--- config.mk ---
export PLATFORM = sky130hd
export DESIGN_NAME = button_conditioner
export DESIGN_NICKNAME = d
export VERILOG_FILES = /design/src/rtl/button_conditioner.sv
export SDC_FILE = /design/constraint.sdc
export NUM_CORES = 1
export LEC_CHECK = 0
export BUFFER_PORTS_ARGS = -buffer_cell sky130_fd_sc_hd__buf_2
export CAP_MARGIN = 20
export CORE_MARGIN = 3
export CORE_UTILIZATION = 45
export DETAILED_ROUTE_END_ITERATION = 10
export HOLD_SLACK_MARGIN = 0.15
export PLACE_DENSITY = 0.71
export RECOVER_POWER = 100
export SLEW_MARGIN = 20
export SYNTH_ARGS = -nofsm -noshare
export SYNTH_HDL_FRONTEND = slang
export SYNTH_SLANG_ARGS = --single-unit
--- constraint.sdc ---
create_clock -name Clk -period 2.2 [get_ports Clk]
set_input_delay 0.44 -clock Clk [delete_from_list [all_inputs] [get_ports Clk]]
set_output_delay 0.44 -clock Clk [all_outputs]
set_load 0.005 [all_outputs]
--- src/rtl/button_conditioner.sv ---
// button_conditioner: per-button two-flop synchronizer, debounce FSM and single-cycle press pulse
module button_conditioner #(
  parameter int DEBOUNCE_CYCLES = 50000,
  parameter int ACTIVE_LOW = 1,
  parameter int CNT_W = $clog2(DEBOUNCE_CYCLES)
) (
  input  logic       Clk,
  input  logic       Reset,
  input  logic       Run_btn,
  input  logic       Continue_btn,
  input  logic       ContinueIR_btn,
  output logic       Run,
  output logic       Continue,
  output logic       ContinueIR,
  output logic [2:0] Btn_held
);
  typedef enum logic [1:0] {RELEASED, PRESS_WAIT, PRESSED, RELEASE_WAIT} state_t;
  localparam logic REL = (ACTIVE_LOW != 0);
  localparam logic [CNT_W-1:0] LAST = CNT_W'(DEBOUNCE_CYCLES - 1);
  logic [2:0] btn, pulse;
  assign btn = {ContinueIR_btn, Continue_btn, Run_btn};
  for (genvar g = 0; g < 3; g++) begin : ch
    logic s1_q, s1_d, s2_q, s2_d, p;
    logic pulse_q, pulse_d, held_q, held_d;
    logic [CNT_W-1:0] cnt_q, cnt_d;
    state_t state_q, state_d;
    // synchronizer shift and pressed-polarity mapping
    always_comb begin
      s1_d = btn[g];
      s2_d = s1_q;
      p = (ACTIVE_LOW != 0) ? ~s2_q : s2_q;
    end
    // debounce next state; pulse only on the accepted press
    always_comb begin
      state_d = state_q;
      cnt_d = cnt_q;
      pulse_d = 1'b0;
      case (state_q)
        RELEASED: if (p) begin
          state_d = PRESS_WAIT;
          cnt_d = '0;
        end
        PRESS_WAIT: if (!p) begin
          state_d = RELEASED;
          cnt_d = '0;
        end else if (cnt_q == LAST) begin
          state_d = PRESSED;
          cnt_d = '0;
          pulse_d = 1'b1;
        end else cnt_d = cnt_q + CNT_W'(1);
        PRESSED: if (!p) begin
          state_d = RELEASE_WAIT;
          cnt_d = '0;
        end
        RELEASE_WAIT: if (p) begin
          state_d = PRESSED;
          cnt_d = '0;
        end else if (cnt_q == LAST) begin
          state_d = RELEASED;
          cnt_d = '0;
        end else cnt_d = cnt_q + CNT_W'(1);
        default: begin
          state_d = RELEASED;
          cnt_d = '0;
        end
      endcase
      held_d = (state_d == PRESSED) || (state_d == RELEASE_WAIT);
    end
    // channel state registers, reset to released
    always_ff @(posedge Clk or posedge Reset) begin
      if (Reset) begin
        s1_q <= REL;
        s2_q <= REL;
        state_q <= RELEASED;
        cnt_q <= '0;
        pulse_q <= 1'b0;
        held_q <= 1'b0;
      end else begin
        s1_q <= s1_d;
        s2_q <= s2_d;
        state_q <= state_d;
        cnt_q <= cnt_d;
        pulse_q <= pulse_d;
        held_q <= held_d;
      end
    end
    assign pulse[g] = pulse_q;
    assign Btn_held[g] = held_q;
  end
  assign Run = pulse[0];
  assign Continue = pulse[1];
  assign ContinueIR = pulse[2];
endmodule
== After elaboration in Yosys (flattened, before gate mapping) ==
Cells that the tools add are included.

* Register bits: 66
* Input bits: 5
* Output and inout bits: 6
* Word-level logic and storage cells: 102

* $add $sub $neg: 3
* Eq/ne operators: 24
* Multiplexer cells: 48
* Reduce and logical (&&, ||, !) cells: 9

{| class="wikitable"
|+ Operator list
! operator !! count
|-
| $mux W16 || 15
|-
| $pmux W16 S4 || 3
|-
| $add A16 B1 Y16 const B || 3
|-
| $eq A16 B16 Y1 const B || 3
|-
| $mux W2 || 18
|-
| $eq A2 B2 Y1 const B || 12
|-
| $pmux W2 S4 || 3
|-
| $ne A2 B2 Y1 const B || 6
|-
| $mux W1 || 9
|-
| $eq A2 B1 Y1 const B || 3
|-
| $logic_not A2 Y1 || 3
|-
| $reduce_and A2 Y1 || 3
|-
| $logic_or A1 B1 Y1 || 3
|}

== Longest topological paths before layout ==
Gate-level depths: netlist of run 1.

* Depth after elaboration: 6
* Gate-level depth with buffers: 7
* Depth with buffers taken out: 5

== Least setup slack after synthesis of run 1 ==
Ideal clock, no wire load.

* Kind: reg2reg
* Start: register ch[1].cnt_q[12]
* End: register ch[1].cnt_q[3]
* Setup time: 126 ps
* Arrival: 1826 ps
* Path slack: 248 ps
* Cell stages (with the launch flop): 6
* Period minus slack after synthesis: 1952 ps
* Cells stage by stage: dfrtp_1 -> or4bb_1 -> nor4_4 -> buf_6 -> nor4_1 -> a221o_1

* Cells in the longest elaborated chain, start to end: 4

{| class="wikitable"
|+ Ends and longest elaborated chain
! item !! RTL line !! source
|-
| start, declared || 25 || <nowiki>logic [CNT_W-1:0] cnt_q, cnt_d;</nowiki>
|-
| start signal, assigned || 82 || <nowiki>cnt_q <= cnt_d;</nowiki>
|-
| $eq A16 B16 Y1 (*) || 46, 58 ||
|-
| $mux W16 (*) || 46, 58 ||
|-
| $mux W16, on equally long branches || 55, 43 ||
|-
| $pmux W16 S4 (*) || 38 || <nowiki>case (state_q)</nowiki>
|}

Mark *: on every way between the ends. The rest lies on a longest branch, timed or not.
A chain may end at the register's enable or synchronous reset.

== Worst setup path in the final report of run 1 ==
* Start: register ch[1].cnt_q[10]
* End: register ch[1].state_q[0]

* Cells in the longest elaborated chain, start to end: 4

{| class="wikitable"
|+ Ends and longest elaborated chain
! item !! RTL line !! source
|-
| $eq A16 B16 Y1 (*) || 46, 58 ||
|-
| $mux W2, on equally long branches || 58, 46 ||
|-
| $mux W2, on equally long branches || 55, 43 ||
|-
| $pmux W2 S4 (*) || 38 ||
|-
| named net ch[1].state_d[0] || 26 || <nowiki>state_t state_q, state_d;</nowiki>
|-
| end signal, assigned || 81 || <nowiki>state_q <= state_d;</nowiki>
|-
| end, declared || 26 ||
|}

Mark *: on every way through the listed nets, which the timed path passes. The rest lies on a longest branch.

==> flow_summary.json, run 1 <==
{
  "status": "finished clean",
  "areaGrowthSynthToFinish_pct": 13.92,
  "wire_per_inst_microns": 14.91,
  "syn_inst": 327,
  "clockBufferDepth": 2,
  "dieArea_sq_mm": 0.008481,
  "dp_hpwl_microns": 4568,
  "crit_slowest_cell": "or4b_4",
  "io_buffers": 10,
  "antenna_found_initial": 0,
  "io_pins": 11,
  "post_cts_buffers": 0,
  "start_util": 0.4778,
  "rsz0062_at_grt": "false",
  "critical_path.max_fanout": 5,
  "crit_path_start_kind": "register",
  "power_mw": 2.663,
  "die_x_microns": 92.10,
  "p_comb_frac": 0.051,
  "synth.cell_area_sq_mm": 0.003336,
  "firstDrtPassIters": 4,
  "grt_usage": 0.1717,
  "cts_tree": "done",
  "p_leak_nw": 1.604,
  "swShare": 0.2332,
  "cp-end-kind": "register",
  "min_path_type": "in -> reg",
  "vias": 2639,
  "slowest_delay_ns": 0.58,
  "grt_first_pass_wirelength_microns": 11790,
  "synth_top_area_frac": 0.4426,
  "ant_nets": 0,
  "via_per_inst": 5.826,
  "syn-num-nets": 335,
  "seqPwrFrac": 0.474,
  "core_sq_mm": 0.006982,
  "drtIter0Drc": 136,
  "setup_viol": 0,
  "yosys.area.top_type": "dfrtp_1",
  "yosys.cell_types.count": 52,
  "cts_buffers": 9,
  "synth.yosys.seq_area_share": 0.4899,
  "slew_headroom": 0.4543,
  "drive_gt1_frac": 0.1485,
  "path_clk_slew_ns": 0.08,
  "globalplace.congestion": 0.8487,
  "switchingPower_mw": 0.6208,
  "die_y_microns": 92.10,
  "ys_ff_latch": 65,
  "worstSkewPairLatency_ns": 0.34,
  "crit_chain": "or4b_4, nor4_4, clkbuf_1, nand2_1, and2_1",
  "hold_viol": 0,
  "p_per_area_mw_per_mm2": 700.7,
  "grt_pass1_vias": 2515,
  "clockRootBuffer": "clkbuf_8",
  "nets": 360,
  "globalRouteOverflowTotal": 0,
  "worst_pin_slew_ns": 0.8177,
  "clkSinkCount": 65,
  "synth-edff-count": 0,
  "ctsHtreeMaxLevel": 3,
  "ff2ff_setup_slack_ns": 0.13,
  "yosys_warnings": 0,
  "ir_worst_vdd_uv": 444.6,
  "synth_flop_cell": "dfrtp_1",
  "critical_path_class": "reg -> reg",
  "p_clk_frac": 0.475,
  "num_rows": 30,
  "drt-total-wl_microns": 6755,
  "ys_async_sr_fraction": 1.000,
  "antennaDiodeCount": 0,
  "p_int_mw": 2.042,
  "skew_ns": 0.007948,
  "synth.area.top_cells": "dfrtp_1, dfstp_2, o21ai_0",
  "slew_violations": 0,
  "required_ns": 2.43,
  "max_freq_ghz": 0.4842,
  "grt_max_degree": 24,
  "post-route-drc-count": 0,
  "min_period_ns": 2.065,
  "avgSynthCellArea_sq_um": 10.20,
  "finalCritPeriodShare": 0.9387,
  "crit_arrival_ns": 2.29,
  "fin_tns_setup_ns": 0,
  "maxCapViolCount": 0
}
[path summary, 6_finish.rpt]
kind | from | to | cells after the start
max reg2reg | ch[1].cnt_q[10] | ch[1].state_q[0] | 5
max in group asynchronous | Reset | ch[1].cnt_q[5] | 4
min in group asynchronous | Reset | ch[2].cnt_q[1] | 3
max | ch[1].cnt_q[10] | ch[1].state_q[0] | 5
min | Run_btn | ch[0].s1_q | 1
min reg2reg | ch[2].s1_q | ch[2].s2_q | 0
[cell families after synthesis]
family / count (synthesis) / synth area share
and+or+nand+nor: 135 / 0.2427
AOI/OAI and AO/OA: 82 / 0.1710
DFF: 65 / 0.4899
buffers and inverters: 23 / 0.03188
xor gates and xnor gates: 12 / 0.03151
muxes: 7 / 0.02176
adders and majority gates: 3 / 0.01125
[layer usage]
layer / up-vias / wire (microns) / global-route usage
met2: 57 / 3059 / 0.2567
met5: - / 0 / 0
met4: 0 / 70 / 0.07178
met3: 6 / 238 / 0.03692
met1: 1274 / 3387 / 0.2409
li1: 1302 / - / -
[stage by stage]
stage            util  worst slack (ns)  area [sq um]  hold slack [ns]  cells
2_1_floorplan       -            0.1435          3336           0.3452    327
3_3_place_gp   0.5136            0.2082          3586           0.3470    436
3_5_place_dp   0.5136            0.1791          3586           0.3491    436
4_1_cts        0.5507            0.1505          3845           0.1807    453
5_1_grt        0.5443           0.06201          3800           0.1691    453
6_report       0.5443            0.1349          3800           0.1920    453
[repair_timing]
item                       4_1_cts  5_1_grt
setup endpoints to repair        0        3
hold endpoints to repair        17        0
resized for setup                0        1
hold buffers                     1        0
[registers in the layout (all words and copies together), names as in the netlist]
register and flops:
ch.cnt_q 48, Run 1, ch.s1_q 3, ch.held_q 3, ch.state_q 5, ContinueIR 1, Continue 1, ch.s2_q 3
[worst max-delay path, delay by kind of cell (launching register included)]
family                 cells  cell delay [ns]
DFF                        1             0.42
and+or+nand+nor            4             1.28
buffers and inverters      1             0.26
[final cells by class]
| cell class | count | area, sq um |
|---|---|---|
| fill | 633 | 3182 |
| clock buffer | 9 | 123.9 |
| clock inverter | 7 | 125.1 |
| inverter | 9 | 33.78 |
| timing repair buffer | 28 | 162.7 |
| multi-input combinational | 239 | 1600 |
| sequential | 65 | 1634 |
| tap | 96 | 120.1 |
[Yosys cell counts (5+ instances only)]
| cell | n |
|---|---|
| dfrtp_1 | 59 |
| nand2_1 | 21 |
| nor2_1 | 19 |
| o21ai_0 | 18 |
| nand3_1 | 13 |
| nor3_1 | 13 |
| a21oi_1 | 11 |
| nor4_1 | 10 |
| clkbuf_1 | 9 |
| inv_1 | 9 |
| or3_1 | 9 |
| nand4_1 | 8 |
| xor2_1 | 8 |
| a22o_1 | 7 |
| a31oi_1 | 6 |
| dfstp_2 | 6 |
| o2111ai_1 | 6 |
| o21a_1 | 6 |
| and2_1 | 5 |
| and4_1 | 5 |
| mux2i_1 | 5 |
| o31ai_1 | 5 |
| or4_1 | 5 |
[cell usage in the layout (no fill, tap or decap), types with 7 or more instances in the layout]
master and instances:
nor4_1 10, nand3_1 13, xor2_1 8, nand2_1 22, nor2_1 19, a22o_1 7, inv_1 9, or3_1 9
o21ai_0 18, a21oi_1 11, nor3_1 13, dfrtp_1 59, buf_4 10, clkbuf_8 9, nand4_1 8, buf_2 8
[power groups by stage]
stage | clock [mW] | sequential [mW] | combinational, mW
floorplan | 0 | 1.27 | 0.0953
detailed placement | 0 | 1.28 | 0.145
finish | 1.27 | 1.26 | 0.135
CTS | 1.29 | 1.26 | 0.146
global route | 1.34 | 1.27 | 0.152
global placement | 0 | 1.28 | 0.140
No activity file was read; power rests on OpenSTA's default activity.
==> run 2: changes to the inputs <==
- ABC_AREA: default -> 1
- SETUP_SLACK_MARGIN: default -> 0.1
==> run 2 against run 1 <==
Final cell count increased by 34%; combinational power is 19% lower; highest routed layer unchanged; sequential share of layout area decreased by 1.3 points; flip-flop and latch count unchanged; total power shrank 14%; via count is 11% higher; clock-buffer cell count unchanged; global-route usage is 0.60 points lower; first-iteration DRC count rose by 18%; worst setup slack better by 0.32 ns; design area is 3.1% higher; critical path type unchanged; synthesized cell count rose by 48%.
==> flow_summary.json, run 2 <==
{
  "hold_viol": 0,
  "core_sq_mm": 0.007767,
  "grt_max_degree": 29,
  "p_per_area_mw_per_mm2": 585.3,
  "die_y_microns": 95.66,
  "drive_gt1_frac": 0.1208,
  "io_pins": 11,
  "slowest_delay_ns": 0.41,
  "postLayoutCoreUtil": 0.5043,
  "dieArea_sq_mm": 0.009150,
  "skew_ns": 0.02059,
  "post_cts_buffers": 0,
  "fin_tns_setup_ns": 0,
  "pre_cts_slack_ns": 0.6544,
  "required_ns": 2.48,
  "worstSkewPairLatency_ns": 0.36,
  "synth_flop_cell": "dfrtp_1",
  "dp.cells": 590,
  "grt_pass1_vias": 2700,
  "start_util": 0.4657,
  "post-route-drc-count": 0,
  "syn_inst": 483,
  "drt-total-wl_microns": 6800,
  "slew_violations": 0,
  "crit_chain": "ha_1, nand2_1, inv_2, nand2_1, nor2_1, nand2_1, nand2_1, nand2_1, clkinv_2, nor2_1",
  "yosys_warnings": 0,
  "grt_first_pass_wirelength_microns": 11900,
  "largest_register_ffs": 48,
  "via_per_inst": 4.830,
  "cts_buffers": 9,
  "p_comb_frac": 0.048,
  "swShare": 0.2707,
  "clockRootBuffer": "clkbuf_8",
  "power_mw": 2.293,
  "critical_path_class": "reg -> reg",
  "num_rows": 32,
  "io_buffers": 10,
  "ant_nets": 0,
  "p_leak_nw": 1.888,
  "crit_arrival_ns": 2.02,
  "ys_async_sr_fraction": 1.000,
  "p_clk_frac": 0.415,
  "finalCritPeriodShare": 0.7913,
  "synth_top_area_frac": 0.4082,
  "synth-edff-count": 0,
  "path_clk_slew_ns": 0.09,
  "min_path_type": "in -> reg",
  "synth.yosys.seq_area_share": 0.4517,
  "dp_hpwl_microns": 5007,
  "synth.cell_area_sq_mm": 0.003617,
  "fin_area_sq_mm": 0.003918,
  "critPathTopFamily": "simple AND/OR/NAND/NOR gates",
  "nets": 508,
  "clkSinkCount": 65,
  "maxCapViolCount": 0,
  "wire_per_inst_microns": 11.20,
  "final_common_cell": "nand2_1",
  "firstDrtPassIters": 4,
  "synthTopCellsByCount": "nand2_1, nor2_1, dfrtp_1, inv_1, nand3_1",
  "post-synth-top-count-cell": "nand2_1",
  "cp-end-kind": "register",
  "place_area_sq_mm": 0.003762,
  "antenna_found_initial": 0,
  "cts_tree": "done",
  "die_x_microns": 95.66,
  "vias": 2932,
  "worst_pin_slew_ns": 0.9936,
  "crit_slowest_cell": "dfrtp_1",
  "mostFrequentLayoutCells": "nand2_1, nor2_1, dfrtp_1",
  "avgSynthCellArea_sq_um": 7.489,
  "crit_path_start_kind": "register",
  "yosys.cell_types.count": 29,
  "antennaDiodeCount": 0,
  "top_register": "ch.cnt_q",
  "switchingPower_mw": 0.6208,
  "globalplace.congestion": 0.9149,
  "syn-num-nets": 491,
  "drtIter0Drc": 160,
  "worst_slack_ns": 0.4591,
  "setup_viol": 0,
  "rsz0062_at_grt": "false",
  "top_regs": "ch.cnt_q (48), ch.state_q (5)",
  "ir_worst_vdd_uv": 319.1,
  "slew_headroom": 0.3369,
  "yosys.area.top_type": "dfrtp_1",
  "p_int_mw": 1.672,
  "status": "finished clean",
  "synth.area.top_cells": "dfrtp_1, nand2_1, nor2_1",
  "ctsHtreeMaxLevel": 3,
  "seqPwrFrac": 0.537,
  "clockBufferDepth": 2,
  "fin_hold_ws_ns": 0.1790,
  "path_buf_inv": 2,
  "crit_top_cell": "nand2_1",
  "max_freq_ghz": 0.5744,
  "areaGrowthSynthToFinish_pct": 8.302,
  "globalRouteOverflowTotal": 0,
  "critical_path.max_fanout": 8,
  "instances_no_fill": 607,
  "ys_ff_latch": 65,
  "min_period_ns": 1.741,
  "grt_usage": 0.1657
}
[run 2: changes by cell type in the layout (fill, tap and decap cells not counted), sizes merged, moves of 7 or more]
cell / previous run / this run
buf: 18 / 10
or3: 9 / 0
nor2: 19 / 97
nand2: 22 / 147
a22o: 7 / 0
nand3: 13 / 42
nor3: 13 / 6
inv: 11 / 61
clkbuf: 18 / 11
a21oi: 11 / 4
nor4: 12 / 0
[run 2: path summary, 6_finish.rpt]
| kind | slack [ns] | start | end | cells past startpoint |
|---|---|---|---|---|
| setup / recovery | 0.46 | ch[2].cnt_q[0] | ch[2].cnt_q[6] | 10 |
| hold / removal | 0.18 | Run_btn | ch[0].s1_q | 1 |
| setup reg to reg | 0.46 | ch[2].cnt_q[0] | ch[2].cnt_q[6] | 10 |
| hold reg to reg | 0.36 | ch[1].s1_q | ch[1].s2_q | 0 |
| max in group asynchronous | 0.51 | Reset | ch[2].s2_q | 4 |
| min in group asynchronous | 0.85 | Reset | Continue | 3 |
[run 2: repair_timing]
item,CTS,global route
hold endpoints to repair,20,0
hold buffers,1,0
gates resized for setup,0,0
[run 2: metal layers]
layer / share of wire / global-route usage / up-vias
li1: - / - / 1539
met2: 0.45 / 0.2565 / 46
met3: 0.030 / 0.03552 / 9
met4: 0.018 / 0.07464 / 0
met5: 0 / 0 / -
met1: 0.51 / 0.2219 / 1338
[run 2: power by group through the flow]
stage | clock network (mW) | logic, mW | registers (mW)
3_3_place_gp | 0 | 0.116 | 1.25
2_1_floorplan | 0 | 0.0898 | 1.25
4_1_cts | 0.985 | 0.119 | 1.23
3_5_place_dp | 0 | 0.118 | 1.25
5_1_grt | 1.05 | 0.129 | 1.23
6_report | 0.952 | 0.110 | 1.23
[run 2: worst register-to-register path: stages (launching register included)]
cell and delay, ns:
dfrtp_1 0.41, ha_1 0.23, nand2_1 0.16, inv_2 0.04
nand2_1 0.05, nor2_1 0.05, nand2_1 0.09, nand2_1 0.08
nand2_1 0.26, clkinv_2 0.18, nor2_1 0.13
[run 2: area by class of cell]
type	instances	area [sq um]
inverters	59	225.2
well taps	102	127.6
multi-input cells	352	1660
clock inverters	7	61.31
repair buffers	13	85.08
clock buffers	9	123.9
flip-flops and latches	65	1634
fillers	764	3850
[run 2: cell families after synthesis]
logic type | count (synthesis) | synth area share
flops | 65 | 0.4517
simple gates | 306 | 0.3808
fa+ha+maj | 3 | 0.01038
xor+xnor | 15 | 0.03632
buf+inv | 66 | 0.07886
compound gates | 28 | 0.04186
==> run 3: changes to the inputs <==
- PLACE_DENSITY: 0.71 -> 0.73
- clock period: 2.2 -> 1.54 ns (I/O delays scaled with it)
==> run 3 against run 2 <==
Worst setup slack worse by 0.36 ns; die area unchanged; highest routed layer unchanged; via count up 10%; clock power up 74%; hold slack better by 0.18 ns; global-route usage up 1.3 points.
==> flow_summary.json, run 3 (synthesized netlist as in run 2, its figures left out) <==
{
  "status": "finished clean",
  "areaGrowthSynthToFinish_pct": 27.81,
  "die_x_microns": 95.66,
  "largest_register_ffs": 48,
  "setup_viol": 0,
  "seqPwrFrac": 0.474,
  "worst_pin_slew_ns": 0.8511,
  "io_buffers": 10,
  "globalRouteOverflowTotal": 0,
  "dp.cells": 593,
  "worstSkewPairLatency_ns": 0.35,
  "cts_buffers": 9,
  "post-route-drc-count": 0,
  "required_ns": 1.77,
  "critical_path.max_fanout": 6,
  "seqCellArea_sq_mm": 0.001635,
  "cp-end-kind": "register",
  "clkSinkCount": 65,
  "hold_viol": 0,
  "p_comb_frac": 0.078,
  "swShare": 0.2431,
  "multiInputGateArea_sq_mm": 0.002004,
  "path_clk_slew_ns": 0.08,
  "slew_headroom": 0.4295,
  "instances_no_fill": 640,
  "core_sq_mm": 0.007767,
  "grt_max_degree": 27,
  "crit_path_start_kind": "register",
  "globalplace.congestion": 0.8986,
  "nets": 541,
  "antennaDiodeCount": 0,
  "p_per_area_mw_per_mm2": 803.1,
  "maxCapViolCount": 0,
  "mostFrequentLayoutCells": "nand2_1, nor2_1, dfrtp_1",
  "vias": 3235,
  "drt-total-wl_microns": 8219,
  "antenna_found_initial": 0,
  "grt_pass1_vias": 2918,
  "wire_per_inst_microns": 12.84,
  "rsz0062_at_grt": "true",
  "start_util": 0.4657,
  "io_pins": 11,
  "worst_slack_ns": 0.1006,
  "top_regs": "ch.cnt_q (48), ch.state_q (5)",
  "critical_path_class": "reg -> reg",
  "die_y_microns": 95.66,
  "switchingPower_mw": 0.9027,
  "ir_worst_vdd_uv": 526.3,
  "dieArea_sq_mm": 0.009150,
  "grt_first_pass_wirelength_microns": 12760,
  "finalCritPeriodShare": 0.9347,
  "clockRootBuffer": "clkbuf_8",
  "ant_nets": 0,
  "skew_ns": 0.009297,
  "slew_violations": 0,
  "p_clk_frac": 0.448,
  "dp_hpwl_microns": 5139,
  "drtIter0Drc": 149,
  "crit_arrival_ns": 1.67,
  "ctsHtreeMaxLevel": 3,
  "drive_gt1_frac": 0.2881,
  "pre_cts_slack_ns": -0.009778,
  "min_path_type": "reg -> reg",
  "max_freq_ghz": 0.6947,
  "fill_cells": 653,
  "firstDrtPassIters": 5,
  "cts_tree": "done",
  "final_common_cell": "nand2_1",
  "grt_usage": 0.1788,
  "clockBufferDepth": 2,
  "via_per_inst": 5.055,
  "min_period_ns": 1.439,
  "p_leak_nw": 2.143,
  "top_register": "ch.cnt_q",
  "p_int_mw": 2.810,
  "num_rows": 32
}
-- run 3: cell count changes in the layout (fill, tap and decap cells not counted), sizes merged --
cell | before | now
nand2 | 147 | 148
dlygate4sd3 | 1 | 4
buf | 10 | 36
bufinv | 0 | 2
inv | 61 | 60
clkbuf | 11 | 14
clkinv | 3 | 2
-- run 3: power by group through the flow --
stage	clock network (mW)	logic (mW)	registers, mW
2_1_floorplan	0	0.129	1.79
3_3_place_gp	0	0.177	1.79
3_5_place_dp	0	0.183	1.79
4_1_cts	1.70	0.212	1.76
5_1_grt	1.78	0.318	1.76
6_report	1.66	0.289	1.76
-- run 3: cell type report --
cell class              instances  share of cell area
multi-input cells             353              0.4336
flip-flops and latches         65              0.3537
repair buffers                 44             0.08038
inverters                      59             0.05413
clock buffers                  10             0.02977
well taps                     102             0.02760
clock inverters                 6             0.01949
repair inverters                1            0.001353
-- run 3: worst paths after layout --
| check | start | endpoint | slack (ns) | depth (start not counted) |
|---|---|---|---|---|
| worst max-delay path | ch[1].cnt_q[0] | ch[1].cnt_q[5] | 0.10 | 9 |
| worst min-delay path | ch[1].s1_q | ch[1].s2_q | 0.36 | 0 |
| worst max register to register | ch[1].cnt_q[0] | ch[1].cnt_q[5] | 0.10 | 9 |
| worst min register to register | ch[1].s1_q | ch[1].s2_q | 0.36 | 0 |
| max in group asynchronous | Reset | ch[2].s2_q | 0.27 | 4 |
| min in group asynchronous | Reset | ch[1].cnt_q[8] | 0.63 | 3 |
-- run 3: timing repair --
item	in CTS	in global routing
gates resized for setup	7	92
gates cloned	0	2
pin swaps	1	33
setup buffers	6	19
hold buffers	4	0
setup endpoints to repair	32	48
endpoints found under the hold margin	15	0
-- run 3: stage by stage --
stage | power [mW] | hold WS [ns] | util | setup TNS [ns] | cell area [sq um]
after floorplan | 1.915 | 0.3125 | - | 0 | 3621
after global placement | 1.967 | 0.3333 | 0.4894 | 0 | 3801
after detailed placement | 1.974 | 0.3410 | 0.4894 | -0.009778 | 3801
after CTS | 3.669 | 0.3585 | 0.5330 | 0 | 4140
after global routing | 3.865 | 0.3619 | 0.5952 | 0 | 4623
final | 3.713 | 0.3571 | 0.5952 | 0 | 4623
-- run 3: critical path, stage by stage (launching register included) --
cell     delay (ns)
dfrtp_1        0.38
ha_1           0.20
nand2_2        0.07
inv_4          0.08
nand2_4        0.06
nor2_4         0.09
nand2_2        0.08
nand2_4        0.14
buf_8          0.15
o22ai_2        0.06
-- run 3: layer usage --
metal | wire length (microns) | GRT usage
met1 | 3543 | 0.2277
met2 | 4200 | 0.2907
met3 | 287 | 0.02684
met4 | 188 | 0.09834
met5 | 0 | 0
